### config.mk
export PLATFORM = sky130hd
export DESIGN_NAME = button_event_flat
export DESIGN_NICKNAME = d
export VERILOG_FILES = /design/src/rtl/button_event_pkg.sv /design/src/rtl/button_event_if.sv /design/src/rtl/dffr_ns.sv /design/src/rtl/event_timer.sv /design/src/rtl/button_event.sv /design/src/flat_wrapper.sv
export SDC_FILE = /design/constraint.sdc
export NUM_CORES = 1
export LEC_CHECK = 0
export BUFFER_PORTS_ARGS = -buffer_cell sky130_fd_sc_hd__buf_4
export CAP_MARGIN = 20
export CORE_MARGIN = 4
export CORE_UTILIZATION = 65
export CTS_BUF_LIST = sky130_fd_sc_hd__clkbuf_4 sky130_fd_sc_hd__clkbuf_8
export DETAILED_ROUTE_END_ITERATION = 7
export HOLD_SLACK_MARGIN = 0.1
export PLACE_DENSITY = 0.85
export SETUP_SLACK_MARGIN = 0.1
export SLEW_MARGIN = 40
export SYNTH_ARGS = -nofsm -noshare
export SYNTH_HDL_FRONTEND = slang
export SYNTH_HIERARCHICAL = 1
export SYNTH_SLANG_ARGS = --single-unit
### constraint.sdc
create_clock -name clk_i -period 9 [get_ports clk_i]
set_input_delay 2.7 -clock clk_i [delete_from_list [all_inputs] [get_ports clk_i]]
set_output_delay 2.7 -clock clk_i [all_outputs]
set_load 0.02 [all_outputs]
### src/rtl/button_event_pkg.sv
// rtl/button_event_pkg.sv - state encoding and default thresholds for button_event
package button_event_pkg;

  typedef enum logic [1:0] {
    ST_DISARMED = 2'b00,
    ST_IDLE     = 2'b01,
    ST_PRESSED  = 2'b11,
    ST_LONG     = 2'b10
  } state_e;

  localparam int unsigned DEF_CNT_WIDTH     = 24;
  localparam logic [23:0] DEF_LONG_CYCLES   = 24'd10_000_000;
  localparam logic [23:0] DEF_REPEAT_CYCLES = 24'd2_500_000;

endpackage

### src/rtl/button_event_if.sv
// rtl/button_event_if.sv - debounced level in, event strobes and status out
interface button_event_if;
  logic       in_lvl;
  logic       press;
  logic       rel;
  logic       long_press;
  logic       rpt;
  logic       held;
  logic [7:0] press_count;

  modport master (
    output in_lvl,
    input  press, rel, long_press, rpt, held, press_count
  );

  modport slave (
    input  in_lvl,
    output press, rel, long_press, rpt, held, press_count
  );
endinterface

### src/rtl/dffr_ns.sv
// rtl/dffr_ns.sv - plain register with synchronous active-low clear to zero
module dffr_ns #(
  parameter int unsigned W = 1
) (
  input  logic         clk_i,
  input  logic         reset_i,
  input  logic [W-1:0] d_i,
  output logic [W-1:0] q_o
);

  always_ff @(posedge clk_i) begin
    if (!reset_i) q_o <= '0;
    else          q_o <= d_i;
  end

endmodule

### src/rtl/event_timer.sv
// rtl/event_timer.sv - hold/repeat timer with clear, enable and equality hit
module event_timer #(
  parameter int unsigned CNT_WIDTH = 24
) (
  input  logic                 clk_i,
  input  logic                 reset_i,
  input  logic                 clr_i,
  input  logic                 en_i,
  input  logic [CNT_WIDTH-1:0] match_val_i,
  output logic                 hit_o
);

  logic [CNT_WIDTH-1:0] count_q, count_d;

  // Clear dominates enable so the FSM can restart timing on the same edge it leaves a state.
  always_comb begin
    count_d = count_q;
    if (clr_i)     count_d = '0;
    else if (en_i) count_d = count_q + CNT_WIDTH'(1);
  end

  dffr_ns #(.W(CNT_WIDTH)) u_count (
    .clk_i   (clk_i),
    .reset_i (reset_i),
    .d_i     (count_d),
    .q_o     (count_q)
  );

  assign hit_o = (count_q == match_val_i);

endmodule

### src/rtl/button_event.sv
// rtl/button_event.sv - turns a debounced button level into press/release/long/repeat strobes
module button_event
  import button_event_pkg::*;
#(
  parameter int unsigned          CNT_WIDTH     = DEF_CNT_WIDTH,
  parameter logic [CNT_WIDTH-1:0] LONG_CYCLES   = CNT_WIDTH'(DEF_LONG_CYCLES),
  parameter logic [CNT_WIDTH-1:0] REPEAT_CYCLES = CNT_WIDTH'(DEF_REPEAT_CYCLES),
  parameter bit                   REPEAT_EN     = 1'b1
) (
  input  logic           clk_i,
  input  logic           reset_i,
  button_event_if.slave  bus
);

  localparam logic [CNT_WIDTH-1:0] ONE     = CNT_WIDTH'(1);
  localparam logic [CNT_WIDTH-1:0] LONG_M1 = LONG_CYCLES - ONE;
  localparam logic [CNT_WIDTH-1:0] REP_M1  = REPEAT_CYCLES - ONE;

  state_e     state_q, state_d;
  logic       press_q, press_d;
  logic       rel_q, rel_d;
  logic       long_q, long_d;
  logic       rpt_q, rpt_d;
  logic       held_q, held_d;
  logic [7:0] count_q, count_d;

  logic                 tmr_clr, tmr_en, tmr_hit;
  logic [CNT_WIDTH-1:0] match_val;

  assign match_val = (state_q == ST_PRESSED) ? LONG_M1 : REP_M1;

  event_timer #(.CNT_WIDTH(CNT_WIDTH)) u_timer (
    .clk_i       (clk_i),
    .reset_i     (reset_i),
    .clr_i       (tmr_clr),
    .en_i        (tmr_en),
    .match_val_i (match_val),
    .hit_o       (tmr_hit)
  );

  // Timer is cleared by default; only active hold phases let it count.
  always_comb begin
    state_d = state_q;
    press_d = 1'b0;
    rel_d   = 1'b0;
    long_d  = 1'b0;
    rpt_d   = 1'b0;
    count_d = count_q;
    tmr_clr = 1'b1;
    tmr_en  = 1'b0;
    case (state_q)
      ST_DISARMED: begin
        if (!bus.in_lvl) state_d = ST_IDLE;
      end
      ST_IDLE: begin
        if (bus.in_lvl) begin
          state_d = ST_PRESSED;
          press_d = 1'b1;
          count_d = count_q + 8'd1;
        end
      end
      ST_PRESSED: begin
        if (!bus.in_lvl) begin
          state_d = ST_IDLE;
          rel_d   = 1'b1;
        end else if (tmr_hit) begin
          state_d = ST_LONG;
          long_d  = 1'b1;
        end else begin
          tmr_clr = 1'b0;
          tmr_en  = 1'b1;
        end
      end
      ST_LONG: begin
        if (!bus.in_lvl) begin
          state_d = ST_IDLE;
          rel_d   = 1'b1;
        end else if (REPEAT_EN && tmr_hit) begin
          rpt_d = 1'b1;
        end else if (REPEAT_EN) begin
          tmr_clr = 1'b0;
          tmr_en  = 1'b1;
        end
      end
      default: state_d = ST_DISARMED;
    endcase
    held_d = (state_d == ST_PRESSED) || (state_d == ST_LONG);
  end

  always_ff @(posedge clk_i) begin
    if (!reset_i) begin
      state_q <= ST_DISARMED;
      press_q <= 1'b0;
      rel_q   <= 1'b0;
      long_q  <= 1'b0;
      rpt_q   <= 1'b0;
      held_q  <= 1'b0;
      count_q <= 8'd0;
    end else begin
      state_q <= state_d;
      press_q <= press_d;
      rel_q   <= rel_d;
      long_q  <= long_d;
      rpt_q   <= rpt_d;
      held_q  <= held_d;
      count_q <= count_d;
    end
  end

  assign bus.press       = press_q;
  assign bus.rel         = rel_q;
  assign bus.long_press  = long_q;
  assign bus.rpt         = rpt_q;
  assign bus.held        = held_q;
  assign bus.press_count = count_q;

endmodule

### src/flat_wrapper.sv
// flat-port wrapper written by rule: the top's interface ports become plain ports
module button_event_flat import button_event_pkg::*;
#(
  parameter int unsigned          CNT_WIDTH     = DEF_CNT_WIDTH,
  parameter logic [CNT_WIDTH-1:0] LONG_CYCLES   = CNT_WIDTH'(DEF_LONG_CYCLES),
  parameter logic [CNT_WIDTH-1:0] REPEAT_CYCLES = CNT_WIDTH'(DEF_REPEAT_CYCLES),
  parameter bit                   REPEAT_EN     = 1'b1
)
  (clk_i, reset_i, bus_in_lvl, bus_press, bus_rel, bus_long_press, bus_rpt, bus_held, bus_press_count);
  button_event_if bus_i ();
  input  logic clk_i;
  input  logic reset_i;
  input wire logic [$bits(bus_i.in_lvl)-1:0] bus_in_lvl;
  output wire logic [$bits(bus_i.press)-1:0] bus_press;
  output wire logic [$bits(bus_i.rel)-1:0] bus_rel;
  output wire logic [$bits(bus_i.long_press)-1:0] bus_long_press;
  output wire logic [$bits(bus_i.rpt)-1:0] bus_rpt;
  output wire logic [$bits(bus_i.held)-1:0] bus_held;
  output wire logic [$bits(bus_i.press_count)-1:0] bus_press_count;
  assign bus_i.in_lvl = bus_in_lvl;
  assign bus_press = bus_i.press;
  assign bus_rel = bus_i.rel;
  assign bus_long_press = bus_i.long_press;
  assign bus_rpt = bus_i.rpt;
  assign bus_held = bus_i.held;
  assign bus_press_count = bus_i.press_count;
  button_event #(.CNT_WIDTH(CNT_WIDTH), .LONG_CYCLES(LONG_CYCLES), .REPEAT_CYCLES(REPEAT_CYCLES), .REPEAT_EN(REPEAT_EN)) u_core (.clk_i(clk_i), .reset_i(reset_i), .bus(bus_i));
endmodule
==> flow_metrics.py <==
metrics = {
    "detailed_routing": {
        "drtIter0Drc": 110,
        "wirelength_um": 4110,
        "wl_per_cell_um": 13.1,
        "num_vias": 1725,
        "drc": 0,
        "drt-vias-per-instance": 5.51,
        "ant_nets": 0,
        "drtPass1Iterations": 5,
    },
    "sta": {
        "hold_viol": 0,
        "max_freq_mhz": 194,
        "tns_ns": 0,
        "grt_setup_unrepaired": "no",
        "drv_slew": 0,
        "skew_ns": 0.00589,
        "setup_viol": 0,
        "fin_crit_sh": 0.574,
        "period_needed_ns": 5.16,
    },
    "worst_setup_path": {
        "required_ns": 9.28,
        "crit_family": "simple AND/OR/NAND/NOR gates",
        "ff2ff_setup_slack_ns": 4.66,
        "crit_arrival_ns": 5.44,
        "endpoint_kind": "register",
        "critical-path-slowest-cell": "or4_1",
        "cp-start-kind": "primary input",
        "crit_chain": "buf_4 > nand2_1 > or2_2 > inv_1 > nand4_1 > or4_1 > or4_1 > a21oi_1 > and2_2",
        "reg2reg_from": "u_core/bus.held",
        "path_max_fanout": 25,
        "r2r_cells": 13,
        "cpPeakStageDelay_ns": 0.66,
        "setup.worst_path.class": "in -> reg",
        "regToRegEndpoint": "u_core/u_timer/u_count/q_o[23]",
        "worst-path-buf-inv": 2,
        "path_common_cell": "or4_1",
    },
    "placement": {
        "place_area_um2": 2240,
        "gp_congestion": 0.897,
        "portBuffers": 15,
        "dp_hpwl_um": 2940,
        "dp.cells": 305,
    },
    "clocking": {
        "cts_buffer_depth": 2,
        "hold_buffers": 0,
        "cts.root.buffer_cell": "clkbuf_4",
        "cts_resized": 0,
        "path_clk_slew_ns": 0.11,
        "clkSinkCount": 38,
        "clock_latency_ns": 0.33,
        "tritoncts": "done",
        "h-tree-depth": 2,
        "cts_made_buffers": 5,
        "post_cts_buffers": 0,
    },
    "final_layout": {
        "fin_nets": 273,
        "diodes": 0,
        "instances_no_fill": 313,
        "fin_area_um2": 2350,
        "synthToLayoutAreaGrowth_pct": 11.2,
        "drive_above_1_share": 0.186,
    },
    "power": {
        "peakVddDrop_v": 0.0000979,
        "intPower_uw": 269,
        "p_per_area_nw_per_um2": 142,
        "p_seq_frac": 0.512,
        "pwr-share-comb": 0.043,
        "p_leak_uw": 0.000853,
        "switching_share": 0.196,
        "p_total_uw": 334,
        "clkPwrFrac": 0.445,
        "power.net_switching_uw": 65.6,
    },
    "global_route": {
        "grt_usage": 0.215,
        "grt_pass1_vias": 1597,
        "grt_pass1_wl_um": 7210,
        "overflow": 0,
        "antenna_found_initial": 0,
        "grt_max_degree": 29,
    },
    "synthesis": {
        "ys_ff_latch": 38,
        "syn_inst": 248,
        "netlist.area_leader.share": 0.359,
        "synth-edff-count": 0,
        "netlist_area_um2": 2120,
        "synth-async-reset-ratio": 0,
        "synth_warnings": 6,
        "synth_seq_area_share": 0.359,
        "synth_largest_area_cell": "dfxtp_1",
        "synth_area_leaders": "dfxtp_1 36%, xor2_1 8.7%, and2_2 6.4%",
        "synth_flop_cell": "dfxtp_1",
        "synth_most_common_cell": "dfxtp_1",
        "avgSynthCellArea_um2": 8.54,
        "yosysUniqueCellTypes": 34,
        "synth.cells.most_frequent": "38 x dfxtp_1, 21 x xor2_1, 19 x a21oi_1, 19 x nor2_1",
    },
    "die": {
        "die_area_um2": 4230,
        "coreArea_um2": 3080,
        "initial_utilization": 0.688,
        "die_w_um": 65.1,
        "io_pins": 16,
        "die_h_um": 65.1,
        "core.rowCount": 20,
    },
    "status": {
        "outcome": "complete, no violations",
    },
    "hold_path": {
        "holdPathStages": 2,
        "hold_class": "reg -> reg",
        "min_to": "u_core/bus.press_count[7]",
        "hold_start": "u_core/bus.press_count[7]",
    },
    "run": {
        "drv_cap": 0,
    },
}
[worst register-to-register path, delay by kind of cell, from the launching register on]
kind | cells | cell delay (ns)
buffers and inverters | 2 | 0.69
XOR/XNOR | 1 | 0.21
AO/OA/AOI/OAI | 1 | 0.17
flip-flops | 1 | 0.49
AND/OR/NAND/NOR | 9 | 2.72
[kinds of logic (layout without fill, tap and decap cells)]
group / after synthesis / in the layout / share of synthesized area
simple gates: 114 / 114 / 0.324
flops: 38 / 38 / 0.359
compound gates: 37 / 37 / 0.0957
xor+xnor: 36 / 36 / 0.149
buf+inv: 17 / 30 / 0.0467
fa+ha+maj: 2 / 2 / 0.0118
other cells: 2 / 10 / 0.00355
mux: 2 / 2 / 0.00946
[placed cells by master, fill, tap and decap left out, types with 2 or more instances in the layout]
cell and n:
xor2_1 21, o21ai_0 11, or3_2 3, nand2_1 18, nand4_1 9, o31ai_1 7, buf_4 15, nor3_1 6
and2_1 6, or4_1 8, ha_1 2, dfxtp_1 38, bufinv_16 2, clkbuf_4 5, nor4_1 5, xnor2_1 15
and2_2 18, or2_2 2, a21oi_1 19, nor2_1 19, nand3_1 5, inv_1 6, mux2i_1 2, or3_1 8
conb_1 10
[area by class of cell]
cell class | instances | area, um2
Timing Repair Buffer | 15 | 113
Sequential cell | 38 | 761
Tap cell | 44 | 55.1
Multi-Input combinational cell | 201 | 1290
Clock buffer | 6 | 51.3
Fill cell | 236 | 724
Clock inverter | 2 | 60.1
Inverter | 7 | 26.3
[per-stage QoR]
stage / hold WS, ns / util / setup WS, ns
detailed placement: 0.476 / 0.728 / 3.58
global placement: 0.468 / 0.728 / 3.68
finish: 0.487 / 0.765 / 3.84
CTS: 0.492 / 0.765 / 3.91
global route: 0.539 / 0.765 / 3.73
floorplan: 0.521 / - / 4.02
[worst max-delay path by stage]
stage          cells after the start  startpoint  slack (ns)                             end
5_1_grt                            9  bus_in_lvl        3.73  u_core/u_timer/u_count/q_o[23]
2_1_floorplan                     11  bus_in_lvl        4.02  u_core/u_timer/u_count/q_o[22]
6_report                           9  bus_in_lvl        3.84  u_core/u_timer/u_count/q_o[23]
4_1_cts                            9  bus_in_lvl        3.91  u_core/u_timer/u_count/q_o[23]
3_3_place_gp                       9  bus_in_lvl        3.68  u_core/u_timer/u_count/q_o[23]
3_5_place_dp                       9  bus_in_lvl        3.58  u_core/u_timer/u_count/q_o[23]
[state kept, by name, indices dropped and copies added (netlist names)]
| signal | count |
|---|---|
| u_core/u_timer/u_count/q_o | 24 |
| u_core/bus.press_count | 8 |
| u_core/bus.held | 1 |
| u_core/bus.long_press | 1 |
| u_core/bus.press | 1 |
| u_core/bus.rel | 1 |
| u_core/bus.rpt | 1 |
| u_core/state_q | 1 |
[power groups by stage]
stage | registers (uW) | clock network, uW | logic (uW)
3_5_place_dp | 175 | 0 | 14.4
3_3_place_gp | 175 | 0 | 14.0
4_1_cts | 171 | 151 | 14.5
5_1_grt | 172 | 160 | 16.3
6_report | 171 | 149 | 14.5
2_1_floorplan | 175 | 0 | 11.2
[layer usage]
metal	wire length, um	vias to the layer above	share of wire	track usage
met2	2060	33	0.50	0.350
li1	-	893	-	-
met5	0	-	0	0
met3	151	2	0.037	0.0451
met1	1880	797	0.46	0.284
met4	22	0	0.0053	0.0674
Note: power is estimated with default switching activity, not from simulation.
